[src/rtl/load_store_unit.sv]
// load_store_unit: byte/half/word load-store initiator for a word-addressed memory.
// Sub-word stores are performed as read-modify-write so memory only sees full-word writes.
`default_nettype none

module load_store_unit (
    input  logic        clk,
    input  logic        rst_n,
    input  logic        req_valid,
    output logic        req_ready,
    input  logic        req_we,
    input  logic [1:0]  req_size,
    input  logic        req_unsigned,
    input  logic [31:0] req_addr,
    input  logic [31:0] req_wdata,
    output logic        resp_valid,
    output logic        resp_err,
    output logic [31:0] resp_rdata,
    output logic        mem_read,
    output logic        mem_write,
    output logic [31:0] mem_addr,
    output logic [31:0] mem_wdata,
    input  logic [31:0] mem_rdata
);

    localparam logic [2:0] ST_IDLE   = 3'd0;
    localparam logic [2:0] ST_LD     = 3'd1;
    localparam logic [2:0] ST_RMW_RD = 3'd2;
    localparam logic [2:0] ST_WR     = 3'd3;
    localparam logic [2:0] ST_RESP   = 3'd4;

    localparam logic [1:0] SZ_BYTE = 2'b00;
    localparam logic [1:0] SZ_HALF = 2'b01;
    localparam logic [1:0] SZ_WORD = 2'b10;

    logic [2:0]  state_q,  state_d;
    logic        we_q,     we_d;
    logic [1:0]  size_q,   size_d;
    logic        uns_q,    uns_d;
    logic [31:0] addr_q,   addr_d;
    logic [31:0] wdata_q,  wdata_d;
    logic        err_q,    err_d;
    logic [31:0] merge_q,  merge_d;
    logic [31:0] rdata_q,  rdata_d;

    logic        accept;
    logic        req_bad;
    logic [4:0]  byte_shift;
    logic [4:0]  half_shift;
    logic [31:0] lane_bytes;
    logic [15:0] sel_half;
    logic [31:0] load_data;
    logic [31:0] merge_mask;
    logic [31:0] merge_ins;
    logic [31:0] merged;
    logic        mem_active;

    assign accept = req_valid && (state_q == ST_IDLE);

    always_comb begin
        req_bad = 1'b0;
        case (req_size)
            SZ_BYTE: req_bad = 1'b0;
            SZ_HALF: req_bad = req_addr[0];
            SZ_WORD: req_bad = (req_addr[1:0] != 2'b00);
            default: req_bad = 1'b1;
        endcase
    end

    // Little-endian lane selection driven by the latched byte offset.
    assign byte_shift = {addr_q[1:0], 3'b000};
    assign half_shift = {addr_q[1], 4'b0000};
    assign lane_bytes = mem_rdata >> byte_shift;
    assign sel_half   = addr_q[1] ? mem_rdata[31:16] : mem_rdata[15:0];

    always_comb begin
        load_data = mem_rdata;
        case (size_q)
            SZ_BYTE: load_data = uns_q ? {24'd0, lane_bytes[7:0]}
                                       : {{24{lane_bytes[7]}}, lane_bytes[7:0]};
            SZ_HALF: load_data = uns_q ? {16'd0, sel_half}
                                       : {{16{sel_half[15]}}, sel_half};
            default: load_data = mem_rdata;
        endcase
    end

    always_comb begin
        if (size_q == SZ_HALF) begin
            merge_mask = 32'h0000_FFFF << half_shift;
            merge_ins  = {16'd0, wdata_q[15:0]} << half_shift;
        end else begin
            merge_mask = 32'h0000_00FF << byte_shift;
            merge_ins  = {24'd0, wdata_q[7:0]} << byte_shift;
        end
    end

    assign merged = (mem_rdata & ~merge_mask) | merge_ins;

    always_comb begin
        state_d = state_q;
        we_d    = we_q;
        size_d  = size_q;
        uns_d   = uns_q;
        addr_d  = addr_q;
        wdata_d = wdata_q;
        err_d   = err_q;
        merge_d = merge_q;
        rdata_d = rdata_q;
        case (state_q)
            ST_IDLE: begin
                if (accept) begin
                    we_d    = req_we;
                    size_d  = req_size;
                    uns_d   = req_unsigned;
                    addr_d  = req_addr;
                    wdata_d = req_wdata;
                    err_d   = req_bad;
                    if (req_bad) begin
                        rdata_d = 32'd0;
                        state_d = ST_RESP;
                    end else if (!req_we) begin
                        state_d = ST_LD;
                    end else if (req_size == SZ_WORD) begin
                        state_d = ST_WR;
                    end else begin
                        state_d = ST_RMW_RD;
                    end
                end
            end
            ST_LD: begin
                rdata_d = load_data;
                state_d = ST_RESP;
            end
            ST_RMW_RD: begin
                merge_d = merged;
                state_d = ST_WR;
            end
            ST_WR: begin
                rdata_d = 32'd0;
                state_d = ST_RESP;
            end
            ST_RESP: state_d = ST_IDLE;
            default: state_d = ST_IDLE;
        endcase
    end

    always_ff @(posedge clk or negedge rst_n) begin
        if (!rst_n) begin
            state_q <= ST_IDLE;
            we_q    <= 1'b0;
            size_q  <= 2'b00;
            uns_q   <= 1'b0;
            addr_q  <= 32'd0;
            wdata_q <= 32'd0;
            err_q   <= 1'b0;
            merge_q <= 32'd0;
            rdata_q <= 32'd0;
        end else begin
            state_q <= state_d;
            we_q    <= we_d;
            size_q  <= size_d;
            uns_q   <= uns_d;
            addr_q  <= addr_d;
            wdata_q <= wdata_d;
            err_q   <= err_d;
            merge_q <= merge_d;
            rdata_q <= rdata_d;
        end
    end

    // Outputs decode from state so an async reset clears them immediately.
    assign mem_active = (state_q == ST_LD) || (state_q == ST_RMW_RD) || (state_q == ST_WR);
    assign req_ready  = (state_q == ST_IDLE);
    assign mem_read   = (state_q == ST_LD) || (state_q == ST_RMW_RD);
    assign mem_write  = (state_q == ST_WR);
    assign mem_addr   = mem_active ? {addr_q[31:2], 2'b00} : 32'd0;
    assign mem_wdata  = (state_q == ST_WR) ? ((size_q == SZ_WORD) ? wdata_q : merge_q) : 32'd0;
    assign resp_valid = (state_q == ST_RESP);
    assign resp_err   = (state_q == ST_RESP) && err_q;
    assign resp_rdata = rdata_q;

endmodule

`default_nettype wire

[config.mk]
export PLATFORM = sky130hd
export DESIGN_NAME = load_store_unit
export DESIGN_NICKNAME = d
export VERILOG_FILES = /design/src/rtl/load_store_unit.sv
export SDC_FILE = /design/constraint.sdc
export NUM_CORES = 1
export LEC_CHECK = 0
export CAP_MARGIN = 20
export CORE_MARGIN = 5
export CORE_UTILIZATION = 51
export CTS_CLUSTER_DIAMETER = 50
export DETAILED_ROUTE_END_ITERATION = 12
export PLACE_DENSITY = 0.95
export SLEW_MARGIN = 20
export SYNTH_ARGS = -nofsm -noshare
export SYNTH_HDL_FRONTEND = slang
export SYNTH_SLANG_ARGS = --single-unit
[constraint.sdc]
create_clock -name clk -period 2.7 [get_ports clk]
set_clock_uncertainty 0.05 [all_clocks]
set_input_delay 0.81 -clock clk [delete_from_list [all_inputs] [get_ports clk]]
set_output_delay 0.81 -clock clk [all_outputs]
set_load 0.005 [all_outputs]
==> flow_summary_export.csv <==
group,metric,value,unit
sta,final_hold_viol_count,0,
sta,slew_headroom,34.3,%
pwr,swShare,37.1,%
global_route,grt_remaining_overflow,0,
worst_hold_path,hold_class,"in -> async",
yosys,ys_seq_area_share,50.2,%
sta,min_period,2.68,ns
place,port_buffers,201,
place,place_congestion,0.941,
global_route,grt_pass1_wl,36000,microns
cells_and_area,multiInputGateArea,3150,sq um
run,max_cap_violations,0,
sta,setup_slack,0.0190,ns
yosys,ys_ff_latch,135,
sta,hold_slack,0.285,ns
pwr,switching_power,4.43,mW
detailed_routing,drt-initial-drc-count,945,
sta,min_period_over_period,99.3,%
die,die_w,125,microns
pwr,seqPwrFrac,31.6,%
yosys,syn_area,6730,sq um
critical_path,cp-end-kind,"output pin",
yosys,syn_inst,642,
cts,cts_tree,"built",
cts,clock_latency,0.43,ns
critical_path,required,1.84,ns
sta,max_freq,373,MHz
cts,clkTransAtPathRegs,0.06,ns
die,row_count,42,
cells_and_area,ff_latch_area,3380,sq um
detailed_routing,drc,0,
global_route,antenna_found_initial,1,
yosys,synth_warnings,0,
cts,cts_num_sinks,135,
cts,htreeDepth,4,
critical_path,critPathLaunchType,"flip-flop",
cts,cts_buffers,17,
die,fp.dieH,125,microns
yosys,avgSynthCellArea,10.5,sq um
sta,finalSetupViolCount,0,
die,io_pins,204,
critical_path,crit_arrival,1.82,ns
cells_and_area,nNetsFinal,972,
detailed_routing,avgViaCountPerCell,6.10,
pwr,p_int,7.52,mW
place,dpl_cell_area,9060,sq um
place,dp_slack,-0.00186,ns
critical_path,path_max_fanout,9,
cells_and_area,synthToLayoutAreaGrowth,48.4,%
status,status,"finished, final reports clean",
yosys,ys_types,41,
detailed_routing,routed_wl,23600,microns
sta,worst_pin_slew,0.982,ns
detailed_routing,post_drt_wl_per_cell,22.3,microns
cts,cts_hold_buf,0,
place,dp_hpwl,15500,microns
cts,cts-root-buf,"clkbuf_16",
pwr,p_per_area,1200,nW/um^2
pwr,clkPwrFrac,19.5,%
die,start_util,51.4,%
die,dieArea,15600,sq um
pwr,p_leak,4.58,nW
yosys,async_flop_share,100,%
cells_and_area,layout_commonest_cell,"clkdlybuf4s50_1",
die,core_area,13100,sq um
global_route,grtUsageTotal,29.2,%
yosys,synth_flop_cell,"dfrtp_1",
pwr,ir_drop,0.743,mV
cells_and_area,final_area,9990,sq um
cells_and_area,fillers,817,
detailed_routing,first_pass_iters,7,
detailed_routing,vias,6453,
critical_path,critPathKind,"reg -> out",
detailed_routing,drtAntennaViolNets,0,
cts,cts_buffer_depth,2,
sta,maxSlewViolCount,0,
cells_and_area,drive_above_1_share,22.2,%
yosys,synth_edf_count,0,
sta,grt_setup_unrepaired,"yes",
pwr,p_comb_share,48.9,%
global_route,grt_max_degree,65,
cells_and_area,layout_common_cells,"clkdlybuf4s50_1 (134), dfrtp_1 (133), nand2_1 (84), mux2_2 (66), nor2_1 (43)",
global_route,grt_pass1_vias,6662,
power groups by stage:
stage / combinational, mW / sequential (mW) / clock, mW
floorplan: 3.19 / 3.50 / 0
global placement: 5.07 / 3.69 / 0
detailed placement: 5.24 / 3.73 / 0
CTS: 5.60 / 3.73 / 2.34
global route: 6.25 / 3.87 / 2.44
finish: 5.85 / 3.77 / 2.33
metal layers:
layer  global-route usage [%]  vias up  share of wire (%)
li1                         -     2746                  -
met1                     35.8     3101                 36
met2                     47.0      476                 48
met3                     9.99      130                 12
met4                     12.6        0                4.7
met5                        0        -                  0
state kept, by name, summed over array words and instances (netlist names):
register    flops
state_q         3
merge_q        32
resp_rdata     32
size_q          2
addr_q         32
wdata_q        32
uns_q           1
err_q           1
Yosys cell counts, drive strengths merged, types with 4 or more instances:
master	count	area, sq um
mux2	66	743
a21o	9	67.6
nor2	46	173
a32oi	8	70.1
o22ai	8	50.1
nand2b	5	31.3
nand3	7	35.0
a22oi	9	81.3
inv	15	56.3
buf	22	124
mux2i	17	170
dfrtp	135	3380
a221o	24	240
and2	31	194
mux4	8	180
nand2	86	323
clkbuf	31	116
o2bb2ai	8	70.1
o21ai	11	55.1
a31oi	25	156
nor2b	4	25.0
nor3	5	30.0
a21oi	50	254
critical path, stage by stage, from the launching register on:
cell and delay [ns]:
dfrtp_1 0.42, nor2b_4 0.16, nand2_4 0.09, buf_12 0.15, buf_4 0.18, a21oi_2 0.14, dlygate4sd2_1 0.25
timing repair:
| item | CTS | global route |
|---|---|---|
| gates cloned | 6 | 1 |
| setup endpoints to repair | 62 | 31 |
| pin swaps | 2 | 4 |
| setup buffers | 12 | 7 |
| hold endpoints to repair | 0 | 0 |
| gates resized for setup | 90 | 60 |
stage by stage:
stage                     instances  util [%]   TNS, ns  total power, mW
after floorplan                 643         -         0             6.69
after global placement         1000      69.3         0             8.76
after detailed placement       1000      69.3  -0.00396             8.97
after CTS                      1049      75.3     -1.45             11.7
after global routing           1058      76.3    -0.162             12.6
final                          1058      76.3         0             12.0
logic make-up after synthesis:
group / Yosys count / share of synthesized area (%)
simple gates: 189 / 12.8
mux: 91 / 16.2
other cells: 1 / 0.0557
compound gates: 157 / 16.1
buf+inv: 68 / 4.41
flops: 135 / 50.2
xor+xnor: 1 / 0.130
final timing paths:
path,from,to,slack (ns),cells after the start
max in group asynchronous,rst_n,addr_q[18],1.61,2
setup / recovery,state_q[2],mem_wdata[0],0.02,6
hold reg to reg,resp_rdata[10],resp_rdata[10],0.43,1
hold / removal,rst_n,wdata_q[24],0.28,1
min in group clk,resp_rdata[10],resp_rdata[10],0.43,1
setup reg to reg,size_q[0],merge_q[8],0.32,7
final cells by class:
type,count,share of cell area (%)
Antenna cell,1,0.0251
Clock buffer,24,5.02
Clock inverter,7,0.927
Inverter,15,0.564
Multi-Input combinational cell,440,31.5
Sequential cell,135,33.9
Tap cell,176,2.21
Timing Repair Buffer,260,25.9
(Power assumes the default switching activity.)
